## config.mk

```make
export PLATFORM = sky130hd
export DESIGN_NAME = wide_operand_loader_flat
export DESIGN_NICKNAME = d
export VERILOG_FILES = /design/src/rtl/wide_pkg.sv /design/src/rtl/wide_operand_loader_if.sv /design/src/rtl/wide_operand_loader_chunk_counter.sv /design/src/rtl/wide_operand_loader.sv /design/src/flat_wrapper.sv
export SDC_FILE = /design/constraint.sdc
export NUM_CORES = 1
export LEC_CHECK = 0
export BUFFER_PORTS_ARGS = -buffer_cell sky130_fd_sc_hd__buf_2
export CAP_MARGIN = 15
export CORE_ASPECT_RATIO = 2
export CORE_UTILIZATION = 56
export DETAILED_ROUTE_END_ITERATION = 10
export HOLD_SLACK_MARGIN = 0.15
export PLACE_DENSITY = 0.86
export SYNTH_ARGS = -nofsm -noshare
export SYNTH_HDL_FRONTEND = slang
export SYNTH_SLANG_ARGS = --single-unit
```

## constraint.sdc

```tcl
create_clock -name clk -period 3.2 [get_ports clk]
set_clock_uncertainty 0.1 [all_clocks]
set_input_delay 0.8 -clock clk [delete_from_list [all_inputs] [get_ports clk]]
set_output_delay 0.8 -clock clk [all_outputs]
set_load 0.01 [all_outputs]
```

## src/rtl/wide_pkg.sv

```systemverilog
// Shared definitions for the wide-datapath stages: loader state encoding
// and beat-count helpers.
package wide_pkg;

  typedef enum logic [1:0] {
    ST_LOAD_X  = 2'd0,
    ST_LOAD_Y  = 2'd1,
    ST_PRESENT = 2'd2
  } state_e;

  // Beats needed to carry one width-bit operand in chunk-bit pieces.
  function automatic int unsigned nch(input int unsigned width, input int unsigned chunk);
    return (width + chunk - 1) / chunk;
  endfunction

  // Counter width able to hold 0..n-1; never narrower than one bit.
  function automatic int unsigned cnt_width(input int unsigned n);
    return (n > 1) ? $clog2(n) : 1;
  endfunction

endpackage

```

## src/rtl/wide_operand_loader_if.sv

```systemverilog
// Stream-in / operand-pair-out bundle of the wide operand loader.
interface wide_operand_loader_if #(
  parameter int unsigned WIDTH = 100,
  parameter int unsigned CHUNK = 16
);
  logic             in_valid;
  logic             in_ready;
  logic [CHUNK-1:0] in_data;
  logic             out_valid;
  logic             out_ready;
  logic [WIDTH-1:0] x_out;
  logic [WIDTH-1:0] y_out;

  modport master (
    output in_valid, in_data, out_ready,
    input  in_ready, out_valid, x_out, y_out
  );

  modport slave (
    input  in_valid, in_data, out_ready,
    output in_ready, out_valid, x_out, y_out
  );
endinterface

```

## src/rtl/wide_operand_loader_chunk_counter.sv

```systemverilog
// Beat counter for the wide operand loader: counts 0..NCH-1 and wraps.
module wide_chunk_counter
  import wide_pkg::*;
#(
  parameter int unsigned NCH = 7,
  parameter int unsigned CW  = cnt_width(NCH)
) (
  input  logic          clk,
  input  logic          rst_n,
  input  logic          inc,
  input  logic          clr,
  output logic [CW-1:0] cnt,
  output logic          last
);

  logic [CW-1:0] cnt_q, cnt_d;

  assign cnt  = cnt_q;
  assign last = (cnt_q == CW'(NCH - 1));

  // Next count: clear wins, otherwise step and wrap after the final beat.
  always_comb begin
    cnt_d = cnt_q;
    if (clr)
      cnt_d = '0;
    else if (inc)
      cnt_d = last ? '0 : cnt_q + CW'(1);
  end

  // Count register.
  always_ff @(posedge clk or negedge rst_n) begin
    if (!rst_n)
      cnt_q <= '0;
    else
      cnt_q <= cnt_d;
  end

endmodule

```

## src/rtl/wide_operand_loader.sv

```systemverilog
// Wide operand loader: assembles x then y (WIDTH bits each) from a
// CHUNK-bit valid/ready stream, least-significant chunk first, and holds
// the pair until the consumer takes it.
// Optional feature: define WIDE_LOADER_ABORT_EN to add a synchronous abort
// input that returns to LOAD_X with the count cleared.
module wide_operand_loader
  import wide_pkg::*;
#(
  parameter int unsigned WIDTH = 100,
  parameter int unsigned CHUNK = 16
) (
  input  logic clk,
  input  logic rst_n,
`ifdef WIDE_LOADER_ABORT_EN
  input  logic abort,
`endif
  wide_operand_loader_if.slave bus
);

  localparam int unsigned NCH = nch(WIDTH, CHUNK);
  localparam int unsigned CW  = cnt_width(NCH);

  state_e           state_q, state_d;
  logic [WIDTH-1:0] x_q, x_d, y_q, y_d;
  logic [WIDTH-1:0] ld_next;
  logic [CW-1:0]    cnt;
  logic             last, inc, clr, fire, abort_w;

`ifdef WIDE_LOADER_ABORT_EN
  assign abort_w = abort;
`else
  assign abort_w = 1'b0;
`endif

  assign bus.in_ready  = (state_q != ST_PRESENT) && !abort_w;
  assign bus.out_valid = (state_q == ST_PRESENT);
  assign bus.x_out     = x_q;
  assign bus.y_out     = y_q;
  assign fire          = bus.in_valid && bus.in_ready;

  wide_chunk_counter #(.NCH(NCH), .CW(CW)) u_cnt (
    .clk   (clk),
    .rst_n (rst_n),
    .inc   (inc),
    .clr   (clr),
    .cnt   (cnt),
    .last  (last)
  );

  // Operand being loaded with the current beat merged in; walking the
  // WIDTH bits (not the padded chunk grid) drops last-chunk overflow bits.
  always_comb begin
    ld_next = (state_q == ST_LOAD_Y) ? y_q : x_q;
    for (int unsigned i = 0; i < WIDTH; i++) begin
      if (32'(cnt) == i / CHUNK)
        ld_next[i] = bus.in_data[i % CHUNK];
    end
  end

  // Next state, operand updates and counter control; abort overrides all.
  always_comb begin
    state_d = state_q;
    x_d     = x_q;
    y_d     = y_q;
    inc     = 1'b0;
    clr     = 1'b0;
    unique case (state_q)
      ST_LOAD_X: if (fire) begin
        x_d = ld_next;
        inc = 1'b1;
        if (last) state_d = ST_LOAD_Y;
      end
      ST_LOAD_Y: if (fire) begin
        y_d = ld_next;
        inc = 1'b1;
        if (last) state_d = ST_PRESENT;
      end
      ST_PRESENT: if (bus.out_ready) state_d = ST_LOAD_X;
      default: state_d = ST_LOAD_X;
    endcase
    if (abort_w) begin
      state_d = ST_LOAD_X;
      clr     = 1'b1;
      inc     = 1'b0;
    end
  end

  // State and operand registers.
  always_ff @(posedge clk or negedge rst_n) begin
    if (!rst_n) begin
      state_q <= ST_LOAD_X;
      x_q     <= '0;
      y_q     <= '0;
    end else begin
      state_q <= state_d;
      x_q     <= x_d;
      y_q     <= y_d;
    end
  end

endmodule

```

## src/flat_wrapper.sv

```systemverilog
// flat-port wrapper written by rule: the top's interface ports become plain ports
module wide_operand_loader_flat import wide_pkg::*;
#(
  parameter int unsigned WIDTH = 100,
  parameter int unsigned CHUNK = 16
)
  (clk, rst_n, bus_in_valid, bus_in_data, bus_out_ready, bus_in_ready, bus_out_valid, bus_x_out, bus_y_out);
  wide_operand_loader_if #(.WIDTH(WIDTH), .CHUNK(CHUNK)) bus_i ();
  input  logic clk;
  input  logic rst_n;
  input wire logic [$bits(bus_i.in_valid)-1:0] bus_in_valid;
  input wire logic [$bits(bus_i.in_data)-1:0] bus_in_data;
  input wire logic [$bits(bus_i.out_ready)-1:0] bus_out_ready;
  output wire logic [$bits(bus_i.in_ready)-1:0] bus_in_ready;
  output wire logic [$bits(bus_i.out_valid)-1:0] bus_out_valid;
  output wire logic [$bits(bus_i.x_out)-1:0] bus_x_out;
  output wire logic [$bits(bus_i.y_out)-1:0] bus_y_out;
  assign bus_i.in_valid = bus_in_valid;
  assign bus_i.in_data = bus_in_data;
  assign bus_i.out_ready = bus_out_ready;
  assign bus_in_ready = bus_i.in_ready;
  assign bus_out_valid = bus_i.out_valid;
  assign bus_x_out = bus_i.x_out;
  assign bus_y_out = bus_i.y_out;
  wide_operand_loader #(.WIDTH(WIDTH), .CHUNK(CHUNK)) u_core (.clk(clk), .rst_n(rst_n), .bus(bus_i));
endmodule
```

* Yosys cells after proc, flatten, opt, wreduce, memory -nomap -nowiden *
Cells that the tools add are included.

operators by class
  add/sub/neg operators = 1
  eq/ne operators = 14
  muxes and demuxes = 110
  reductions and logical operators = 7

operators with widths
  operator               count
  $mux W1                102
  $mux W100              1
  $mux W2                5
  $eq A3 B3 Y1 const B   3
  $ne A2 B2 Y1 const B   4
  $eq A3 B2 Y1 const B   2
  $pmux W2 S3            1
  $reduce_and A5 Y1      1
  $ne A2 B1 Y1 const B   2
  $reduce_and A2 Y1      2
  $add A3 B1 Y3 const B  1
  $eq A3 B1 Y1 const B   1
  $logic_not A3 Y1       1
  $mux W3                1
  $eq A2 B1 Y1 const B   1
  $eq A2 B2 Y1 const B   1
  $logic_not A2 Y1       1
  $reduce_or A2 Y1       1
  $logic_and A1 B1 Y1    1

word-level totals
  register bits = 205
  input port bits = 20
  output and inout bits = 202
  word-level logic and storage cells = 136

* Depth between registers and ports, before layout *
  depth after elaboration = 4
  gate-level depth with buffers = 7
  mapped depth without buffers = 5

* Hierarchy *
From an unflattened synthesis, not the netlist that was laid out.

unflattened totals
  cell total of the unflattened synthesis = 480
  area, all modules = 7862.5 µm²

modules (own cells, without submodules)
  module               times used  cells an instance  area each (µm²)  sequential area each (µm²)
  wide_operand_loader  1           464                7717.4           5054.8
  wide_chunk_counter   1           16                 145.1            75.1

* Least setup slack after synthesis *
No wires, ideal clock.

  path type = input to register
  from = input port bus_in_valid
  to = register u_core.y_q[70], in the netlist u_core.bus.y_out[70]
  library setup time = 0.125 ns
  data arrival time = 1.791 ns
  data required time = 2.975 ns
  setup slack = 1.184 ns
  stages on the path = 5
  path buffers = 2
  cell sequence = nand4b_4 or3_1 buf_2 buf_6 mux2_4

between the ends
  word-level cells in the longest chain between the ends = 2

ends and longest elaborated chain
  item                         RTL line                   source
  from (decl)                  flat_wrapper.sv:11         input wire logic [$bits(bus_i.in_valid)-1:0] bus_in_valid;
  $logic_and A1 B1 Y1          wide_operand_loader.sv:39  assign fire = bus.in_valid && bus.in_ready;
  $reduce_and A2 Y1 (no line)  --
  to (signal assigned)         wide_operand_loader.sv:97  y_q <= y_d;
  to (decl)                    wide_operand_loader.sv:24  logic [WIDTH-1:0] x_q, x_d, y_q, y_d;

No other way between the ends.
A chain may end at the register's enable or synchronous reset.

* Worst setup path after layout *
  from = register u_core.state_q[0]
  to = output port bus_out_valid

between the ends
  word-level cells in the longest chain between the ends = 1

ends and longest elaborated chain
  item                    RTL line                   source
  from (decl)             wide_operand_loader.sv:23  state_e state_q, state_d;
  from (signal assigned)  wide_operand_loader.sv:95  state_q <= state_d;
  $eq A2 B2 Y1            wide_operand_loader.sv:36  assign bus.out_valid = (state_q == ST_PRESENT);
  to (decl)               flat_wrapper.sv:15         output wire logic [$bits(bus_i.out_valid)-1:0] bus_out_valid;

No other way between the ends.

==> run_results.csv <==
group,metric,value,unit
worst_setup_path,arrival,1.46,ns
yosys,synth_edf_count,0,
final_layout,fin_cells,892,
sta,setup_tns,0,ns
floorplanning,die_w,85.8,um
sta,period_minus_slack,2.36,ns
place,hpwl,13900,um
final_layout,fin_nets,716,
floorplanning,rows,60,
grt,grt_use_total,27.4,%
final_layout,seqCellArea,5130,um2
pwr,internal-power,7100,uW
yosys,yosysUniqueCellTypes,28,
pwr,power.leakage,0.00499,uW
cts,clock-sinks,205,
cts,numCtsBuffers,18,
route,routed_wl,19200,um
yosys,synth_seq_area_share,65.2,%
cts,cts_hold_buf,0,
yosys,synthesis.nets,500,
cts,cts_tree,"done",
cts,clkTransAtPathRegs,0.07,ns
pwr,pwr-share-seq,43.2,%
grt,grt_pass1_vias,5418,
yosys,avgSynthCellArea,16.4,um2
sta,rsz0062_at_grt,"false",
yosys,synthTopCellsByArea,"dfrtp_1 65%, mux2_2 27%, mux2_4 1.9%",
flow_run,cap_violations,0,
pwr,p_comb_share,35.7,%
cts,post_cts_buffers,0,
pwr,ir_drop,0.720,mV
cts,cts-root-buf,"clkbuf_16",
grt,grt_overflow,0,
yosys,synth_top_area_cell,"dfrtp_1",
floorplanning,die_height,170,um
floorplanning,start_util,57.9,%
worst_setup_path,start_kind,"flip-flop",
final_layout,nFillCells,872,
sta,clock.fmax,424,MHz
worst_setup_path,cp-end-kind,"output port",
sta,hold_viol,0,
pwr,powerDensity,1080,nW/um2
yosys,async_flop_share,100,%
place,dp_cells,861,
outcome,status,"complete, no violations",
hold_path,min_path_type,"input port to asynchronous set/reset pin",
sta,slew_headroom,40.9,%
sta,setup_viol,0,
grt,antenna_found_initial,0,
yosys,synthFlopType,"dfrtp_1",
grt,grt_start_max_net_pins,70,
floorplanning,ios,222,
floorplanning,core_area,13600,um2
final_layout,syn2layout_area_growth,24.1,%
route,via_per_inst,5.47,
sta,drv_slew,0,
worst_setup_path,critPathKind,"flip-flop to output port",
pwr,power_switching,3470,uW
route,wl_per_cell,21.5,um
sta,worst_slew_pin_slew,0.885,ns
yosys,syn-cell-area,7870,um2
route,drc_errors,0,
route,postRouteAntennaNets,0,
cts,h-tree-depth,1,
pwr,clkPwrFrac,21.1,%
yosys,netlist_top_cells_count,"205 x dfrtp_1, 190 x mux2_2, 17 x buf_2, 16 x clkbuf_1, 10 x mux2_4",
final_layout,drive_above_1_share,66.0,%
place,port_buffers,221,
floorplanning,fp.dieArea,14600,um2
cts,worstSkewPairLatency,0.47,ns
worst_setup_path,cp_max_fo,8,
yosys,yosysMostFrequentCell,"dfrtp_1",
yosys,syn_inst,479,
final_layout,num_antenna_cells,0,
final_layout,multi_input_area,2570,um2
place,gp_congestion,0.766,
yosys,synth_top_cell_area_share,65.2,%
worst_setup_path,required,2.30,ns
yosys,synth-seq-cells,205,
route,vias,4875,
sta,period_share,73.7,%
route,drt_iter0_drc,185,
pwr,p_sw_share,32.8,%
yosys,yosys_warnings,0,
grt,grt_pass1_wl,29900,um
route,dr.pass1.iters,4,
cts,cts_resized,0,
cts,clockBufferDepth,3,
placed cells by master (no fill, tap or decap), drive strengths merged, types with 2 or more instances in the layout:
master    n
buf     229
dfrtp   205
mux2    200
clkbuf   26
nand2    10
nor2      4
nand2b    3
clkinv    3
inv       3
nand4b    3
nor2b     2
a211oi    2
a21o      2
o21ai     2
bufinv    2
and4bb    2
state kept, by name, indices dropped and copies added, names as in the netlist:
name,count
u_core.u_cnt.cnt,3
u_core.bus.x_out,100
u_core.bus.y_out,100
u_core.state_q,2
layer usage:
layer	share of wire, %	vias up	GRT usage, %
met3	3.8	59	3.84
met1	35	2525	28.7
met2	57	179	52.1
met5	0	-	0
li1	-	2112	-
met4	4.9	0	13.9
metrics by stage:
step                      total power [uW]  hold slack, ns  instance area, um2  setup slack (ns)  utilization, %
after CTS                            10700           0.245                9760             0.835            71.9
after floorplan                       6570           0.404                7870              1.18               -
after global placement                8160           0.383                9150             0.755            67.3
after detailed placement              8400           0.388                9150             0.671            67.3
after global routing                 11100           0.252                9760             0.776            71.9
final                                10600           0.222                9760             0.841            71.9
critical path, cell delays in order (launching register included):
cell and delay, ns:
dfrtp_1 0.58, nand2b_1 0.22, inv_1 0.06, buf_2 0.13
final timing paths:
kind / startpoint / end / slack [ns] / cells past startpoint
max in group asynchronous: rst_n / u_core.bus.x_out[86] / 2.06 / 2
hold / removal: rst_n / u_core.bus.y_out[4] / 0.22 / 1
setup reg to reg: u_core.u_cnt.cnt[2] / u_core.bus.y_out[2] / 0.98 / 3
hold reg to reg: u_core.bus.y_out[92] / u_core.bus.y_out[92] / 0.40 / 1
setup / recovery: u_core.state_q[0] / bus_out_valid / 0.84 / 3
min in group clk: u_core.bus.y_out[92] / u_core.bus.y_out[92] / 0.40 / 1
kinds of logic after synthesis:
family | share of synthesized area, %
XOR/XNOR | 0.111
flip-flops | 65.2
multiplexers | 29.1
adder cells (fa/ha/maj) | 0.159
AO/OA/AOI/OAI | 0.604
AND/OR/NAND/NOR | 2.72
buffers and inverters | 2.08
final cells by class:
class	instances	area share, %
clock buffer	25	5.41
clock inverter	6	0.884
inverter	2	0.0769
multi-input combinational	238	26.3
sequential	205	52.5
tap	186	2.38
timing repair buffer	230	12.4
power groups by stage:
stage               sequential (uW)  clock, uW  combinational [uW]
floorplan                      5010          0                1550
global placement               4500          0                3660
detailed placement             4600          0                3810
CTS                            4560       2270                3820
global route                   4700       2370                4030
finish                         4560       2230                3770
No activity file was read; power rests on OpenSTA's default activity.
